<file path="config.mk">
export PLATFORM = sky130hd
export DESIGN_NAME = vec_inst_dispatch
export DESIGN_NICKNAME = d
export VERILOG_FILES = /design/src/rtl/vec_inst_dispatch.sv
export SDC_FILE = /design/constraint.sdc
export NUM_CORES = 1
export LEC_CHECK = 0
export BUFFER_PORTS_ARGS = -buffer_cell sky130_fd_sc_hd__buf_2
export CAP_MARGIN = 20
export CORE_MARGIN = 2
export CORE_UTILIZATION = 54
export CTS_BUF_LIST = sky130_fd_sc_hd__clkbuf_8
export DETAILED_ROUTE_END_ITERATION = 8
export PLACE_DENSITY = 0.74
export SYNTH_ARGS = -nofsm -noshare
export SYNTH_HDL_FRONTEND = slang
export SYNTH_SLANG_ARGS = --single-unit
</file>
<file path="constraint.sdc">
create_clock -name clk -period 3.98 [get_ports clk]
set_clock_uncertainty 0.15 [all_clocks]
set_input_delay 0.398 -clock clk [delete_from_list [all_inputs] [get_ports clk]]
set_output_delay 0.398 -clock clk [all_outputs]
set_load 0.05 [all_outputs]
</file>
<file path="src/rtl/vec_inst_dispatch.sv">
`default_nettype none
// ============================================================================
//  Module      : vec_inst_dispatch
//  Description : Buffers vector instructions and operands from the scalar
//                core, issues them one at a time to the vector processor and
//                returns a completion response for each.
//  Revision    : 1.0 - initial release
// ============================================================================
module vec_inst_dispatch #(
    parameter int XLEN    = 32,
    parameter int DEPTH   = 4,
    parameter int TIMEOUT = 1024
) (
    input  logic                   clk,
    input  logic                   reset,
    input  logic                   enq_valid,
    output logic                   enq_ready,
    input  logic [XLEN-1:0]        enq_instruction,
    input  logic [XLEN-1:0]        enq_rs1_data,
    input  logic [XLEN-1:0]        enq_rs2_data,
    input  logic                   flush,
    output logic                   inst_valid,
    output logic [XLEN-1:0]        instruction,
    output logic [XLEN-1:0]        rs1_data,
    output logic [XLEN-1:0]        rs2_data,
    input  logic                   vec_pro_ready,
    input  logic                   vec_pro_ack,
    input  logic                   is_vec,
    input  logic                   error,
    output logic                   scalar_pro_ready,
    output logic                   resp_valid,
    input  logic                   resp_ready,
    output logic                   resp_error,
    output logic                   resp_illegal,
    output logic                   resp_timeout,
    output logic                   busy,
    output logic [$clog2(DEPTH):0] count
);

    localparam int c_AW = $clog2(DEPTH);
    localparam int c_CW = c_AW + 1;
    localparam int c_TW = $clog2(TIMEOUT) + 1;
    localparam int c_EW = 3 * XLEN;

    localparam logic [c_CW-1:0] c_FULL     = c_CW'(DEPTH);
    localparam logic [c_TW-1:0] c_TMO_LAST = c_TW'(TIMEOUT - 1);

    localparam logic [1:0] c_IDLE     = 2'd0;
    localparam logic [1:0] c_ISSUE    = 2'd1;
    localparam logic [1:0] c_WAIT_ACK = 2'd2;
    localparam logic [1:0] c_RESP     = 2'd3;

    logic [1:0]      state_q,  state_d;
    logic [c_EW-1:0] mem_q [DEPTH];
    logic [c_EW-1:0] mem_d [DEPTH];
    logic [c_AW-1:0] wr_ptr_q, wr_ptr_d;
    logic [c_AW-1:0] rd_ptr_q, rd_ptr_d;
    logic [c_CW-1:0] count_q,  count_d;
    logic [c_TW-1:0] timer_q,  timer_d;
    logic [XLEN-1:0] instr_q,  instr_d;
    logic [XLEN-1:0] rs1_q,    rs1_d;
    logic [XLEN-1:0] rs2_q,    rs2_d;
    logic            resp_error_q,   resp_error_d;
    logic            resp_illegal_q, resp_illegal_d;
    logic            resp_timeout_q, resp_timeout_d;

    logic w_full;
    logic w_push;
    logic w_pop;
    logic w_ack;
    logic w_expire;

    // A flush drops any same-cycle push and blocks the pop out of IDLE.
    assign w_full   = (count_q == c_FULL);
    assign w_push   = enq_valid && !w_full && !flush;
    assign w_pop    = (state_q == c_IDLE) && (count_q != '0) && !flush;
    assign w_ack    = (state_q == c_WAIT_ACK) && vec_pro_ack;
    assign w_expire = (state_q == c_WAIT_ACK) && (timer_q == c_TMO_LAST);

    // ------------------------------------------------------------------
    // FSM state register
    // ------------------------------------------------------------------
    always_ff @(posedge clk or negedge reset) begin
        if (!reset) begin
            state_q <= c_IDLE;
        end else begin
            state_q <= state_d;
        end
    end

    // ------------------------------------------------------------------
    // FSM next-state logic
    // ------------------------------------------------------------------
    always_comb begin
        state_d = state_q;
        case (state_q)
            c_IDLE: begin
                if (w_pop) begin
                    state_d = c_ISSUE;
                end
            end
            c_ISSUE: begin
                if (vec_pro_ready) begin
                    state_d = c_WAIT_ACK;
                end
            end
            c_WAIT_ACK: begin
                if (vec_pro_ack || w_expire) begin
                    state_d = c_RESP;
                end
            end
            c_RESP: begin
                if (resp_ready) begin
                    state_d = c_IDLE;
                end
            end
            default: begin
                state_d = c_IDLE;
            end
        endcase
    end

    // ------------------------------------------------------------------
    // FSM / block outputs
    // ------------------------------------------------------------------
    always_comb begin
        inst_valid       = (state_q == c_ISSUE);
        scalar_pro_ready = (state_q == c_WAIT_ACK);
        resp_valid       = (state_q == c_RESP);
        busy             = (state_q != c_IDLE) || (count_q != '0);
        enq_ready        = !w_full;
        count            = count_q;
        instruction      = instr_q;
        rs1_data         = rs1_q;
        rs2_data         = rs2_q;
        resp_error       = resp_error_q;
        resp_illegal     = resp_illegal_q;
        resp_timeout     = resp_timeout_q;
    end

    // ------------------------------------------------------------------
    // FIFO, issue registers, timeout counter and response capture
    // ------------------------------------------------------------------
    always_comb begin
        mem_d          = mem_q;
        wr_ptr_d       = wr_ptr_q;
        rd_ptr_d       = rd_ptr_q;
        count_d        = count_q;
        instr_d        = instr_q;
        rs1_d          = rs1_q;
        rs2_d          = rs2_q;
        resp_error_d   = resp_error_q;
        resp_illegal_d = resp_illegal_q;
        resp_timeout_d = resp_timeout_q;

        // Held at zero outside WAIT_ACK, so it restarts on every entry.
        timer_d = (state_q == c_WAIT_ACK) ? (timer_q + c_TW'(1)) : '0;

        if (w_push) begin
            mem_d[wr_ptr_q] = {enq_instruction, enq_rs1_data, enq_rs2_data};
            wr_ptr_d        = wr_ptr_q + c_AW'(1);
        end

        if (w_pop) begin
            {instr_d, rs1_d, rs2_d} = mem_q[rd_ptr_q];
            rd_ptr_d                = rd_ptr_q + c_AW'(1);
        end

        case ({w_push, w_pop})
            2'b10:   count_d = count_q + c_CW'(1);
            2'b01:   count_d = count_q - c_CW'(1);
            default: count_d = count_q;
        endcase

        if (flush) begin
            wr_ptr_d = '0;
            rd_ptr_d = '0;
            count_d  = '0;
        end

        // An ack on the final timeout cycle still reports the ack.
        if (w_ack) begin
            resp_error_d   = error;
            resp_illegal_d = !is_vec;
            resp_timeout_d = 1'b0;
        end else if (w_expire) begin
            resp_error_d   = 1'b0;
            resp_illegal_d = 1'b0;
            resp_timeout_d = 1'b1;
        end else if ((state_q == c_RESP) && resp_ready) begin
            resp_error_d   = 1'b0;
            resp_illegal_d = 1'b0;
            resp_timeout_d = 1'b0;
        end
    end

    always_ff @(posedge clk or negedge reset) begin
        if (!reset) begin
            mem_q          <= '{default: '0};
            wr_ptr_q       <= '0;
            rd_ptr_q       <= '0;
            count_q        <= '0;
            timer_q        <= '0;
            instr_q        <= '0;
            rs1_q          <= '0;
            rs2_q          <= '0;
            resp_error_q   <= 1'b0;
            resp_illegal_q <= 1'b0;
            resp_timeout_q <= 1'b0;
        end else begin
            mem_q          <= mem_d;
            wr_ptr_q       <= wr_ptr_d;
            rd_ptr_q       <= rd_ptr_d;
            count_q        <= count_d;
            timer_q        <= timer_d;
            instr_q        <= instr_d;
            rs1_q          <= rs1_d;
            rs2_q          <= rs2_d;
            resp_error_q   <= resp_error_d;
            resp_illegal_q <= resp_illegal_d;
            resp_timeout_q <= resp_timeout_d;
        end
    end

endmodule
`default_nettype wire

</file>
==> summary.md <==
| Metric | Value |
|---|---|
| Outcome | `completed` |
| Power, Total | `approximately 21 mW` |
| H-tree level count | `3` |
| Synth async-reset ratio | `1.000` |
| DRC viols | `0` |
| Most common cell in the netlist | `dfrtp_1` |
| Largest stage delay, worst path | `~520 ps` |
| Worst-path clk slew | `60 ps` |
| Relative slew slack | `0.3818` |
| WS Path Type | `reg -> reg` |
| # fillers | `~2900` |
| WL final | `45030 µm` |
| Bufs on Longest Clock Path | `3` |
| Share of cells above drive strength 1 | `0.5618` |
| Setup violators final | `0` |
| Seq/Total Area, Yosys | `0.5642` |
| Final Slew Violations | `0` |
| #FFs+latches synth | `approximately 500` |
| Setup Fix Bufs, Post-CTS | `0` |
| Core ar. | `40830 µm²` |
| Worst path cell trace | `or3b_4, and3b_1, nand2_8, buf_12, mux2_2` |
| Lkg Pwr | `12.50 nW` |
| Max-cap violations | `0` |
| Pwr/cell area | `792.6 nW/µm²` |
| Pint | `roughly 14 mW` |
| Bufs and invs on worst path | `1` |
| Type of the tightest min-delay check | `in -> reg` |
| Area after DPL | `~24000 µm²` |
| Sw Ratio | `0.3375` |
| Setup tns final | `0 ps` |
| CTS tree | `built` |
| Peak Freq | `343.9 MHz` |
| Port buffer count | `211` |
| GRT overflow | `0` |
| Mean Syn Cell Area | `17.55 µm²` |
| Via count | `approximately 12000` |
| Clock sink total | `503` |
| Skew-Pair Late Insertion Delay | `610 ps` |
| Reg2Reg Setup Slack | `1070 ps` |
| Combinational Power Share | `0.373` |
| Syn_nets | `between 1000 and 1500` |
| Core Rows | `74` |
| Die W | `207.3 µm` |
| Distinct cell type count after synthesis | `41` |
| Setup WS pre-CTS | `between 1000 and 1500 ps` |
| TritonRoute pass-1 iters | `4` |
| Worst setup SP type | `register` |
| Post-DRT Antenna Nets | `0` |
| Synth top area share | `0.5642` |
| First DRT Iteration DRCs | `619` |
| Initial antenna violation count | `1` |
| FF/Latch Area | `roughly 13000 µm²` |
| Yosys warnings | `0` |
| Worst setup EP type | `register` |
| Final worst setup slack | `approximately 1100 ps` |
| Vias in the first global route | `13420` |
| Critical path's slowest cell | `dfrtp_1` |
| Final min period | `2907 ps` |
| First-pass GRT wire length | `about 74000 µm` |
| Final period utilization | `0.7305` |
| Area leader, netlist | `dfrtp_1` |
| Vias per inst | `5.526` |
| Root Driver | `clkbuf_8` |
| Hold_ws | `174.0 ps` |
| RSZ-0062 raised after global routing | `no` |
| Synth Flop Type | `dfrtp_1` |
| WP data required | `~4300 ps` |
| Synthesized area | `22310 µm²` |
| Clk pwr share | `0.208` |
| Area of the multi-input gates | `8962 µm²` |
| Finished Cell Area | `between 20000 and 30000 µm²` |
| Syn Inst Count | `1271` |
| Actual slew at the worst max-slew pin | `between 900 and 1000 ps` |
| Top delay family on crit path | `simple AND/OR/NAND/NOR gates` |
| Peak supply drop | `~0.00058 V` |
| Starting Density | `0.5464` |
| Crit Path Max Fanout | `42` |
| Post-DP HPWL | `roughly 27000 µm` |
| CTS Buf Count | `82` |
| Seq pwr share | `0.419` |
| Sw Pwr | `7.044 mW` |
| Data arrival, critical path | `3250 ps` |
| Largest net degree at the start of global routing | `118` |
| Die Y | `207.3 µm` |
| Io pins | `212` |
| Number of synthesized flops with an enable pin | `0` |
| Final hold viol count | `0` |
| Total Nets Final | `1739` |
| Global Route Usage Sum | `0.2156` |
| Post-CTS Resized | `0` |
| Die area | `42950 µm²` |
| Largest cells by area after synthesis | `dfrtp_1 (56%), mux2_2 (16%), mux2_4 (11%)` |
| Synth-to-Final Area Change | `18.04%` |
| Final GP Congestion | `0.7611` |
| Synth cell count leaders | `dfrtp_1 (503), mux2_2 (321), mux2_4 (160)` |
| Post-DR wirelength/cell | `20.39 µm` |
==> cell usage in the layout (no fill, tap or decap), drive strengths merged, types with 2 or more instances in the layout <==
cell type,count
a31oi,2
ha,10
or3,3
nand2b,4
inv,33
xor2,6
o22ai,3
mux4,96
or4b,2
a21boi,3
nor3,5
xnor2,4
a21oi,3
dfrtp,503
nand4,3
and2,9
clkinv,6
nor2b,2
nor2,5
dlygate4sd3,105
nand2,17
nand3,6
buf,242
o21ai,5
mux2,481
clkbuf,104
==> worst paths after layout <==
path / start / end / cells after the start
min in group asynchronous: reset / instruction[13]$_DFFE_PN0P_ / 2
max: count[2]$_DFFE_PN0P_ / mem_q[6]$_DFFE_PN0P_ / 5
max reg2reg: count[2]$_DFFE_PN0P_ / mem_q[6]$_DFFE_PN0P_ / 5
min reg2reg: timer_q[0]$_DFF_PN0_ / timer_q[0]$_DFF_PN0_ / 1
min: resp_ready / state_q[0]$_DFFE_PN0P_ / 4
max in group asynchronous: reset / mem_q[231]$_DFFE_PN0P_ / 3
==> worst reg2reg max path: cells and delay by family (launching register included) <==
family	cells	cell delay, ps
DFF	1	520
muxes	1	390
buffers and inverters	1	360
and+or+nand+nor	3	1370
==> metrics by stage <==
step                        util  std cells
after floorplan                -       1271
after global placement    0.5802       1966
after detailed placement  0.5802       1966
after CTS                 0.6448       2207
after global routing      0.6449       2208
final                     0.6449       2208
==> cell families after synthesis <==
logic type	synth area share
simple gates	0.01750
flops	0.5642
xor+xnor	0.003926
compound gates	0.006843
buf+inv	0.03438
mux	0.3666
fa+ha+maj	0.006506
==> power by group through the flow <==
stage / clock network (mW) / registers (mW) / logic [mW]
after floorplan: 0 / 10.1 / 4.68
after global placement: 0 / 8.67 / 7.57
after detailed placement: 0 / 8.80 / 7.75
after CTS: 4.48 / 8.74 / 7.86
after global routing: 4.70 / 9.03 / 8.26
final: 4.34 / 8.74 / 7.79
==> routing by layer <==
layer / up-vias / global-route usage / share of wire
met3: 63 / 0.04251 / 0.045
li1: 5419 / - / -
met2: 262 / 0.3466 / 0.49
met4: 0 / 0.06281 / 0.018
met5: - / 0 / 0
met1: 6457 / 0.3016 / 0.45
==> repair_timing <==
| action | CTS | global route |
|---|---|---|
| hold endpoints to repair | 497 | 0 |
| hold buffers | 105 | 0 |
| endpoints found under the setup margin | 0 | 0 |
==> state kept, by name, summed over array words and instances, names as in the netlist <==
register,cells
count,3
instruction,32
mem_q,384
rd_ptr_q,2
resp_error,1
resp_illegal,1
resp_timeout,1
rs1_data,32
rs2_data,32
state_q,2
timer_q,11
wr_ptr_q,2
==> layout make-up <==
| class | count | share of cell area |
|---|---|---|
| sequential | 503 | 0.4783 |
| multi-input combinational | 681 | 0.3403 |
| timing repair buffer | 347 | 0.09446 |
| clock buffer | 104 | 0.05436 |
| tap | 532 | 0.02528 |
| clock inverter | 32 | 0.006034 |
| inverter | 8 | 0.001140 |
| antenna | 1 | 0.00009503 |
No activity file was read; power rests on OpenSTA's default activity.
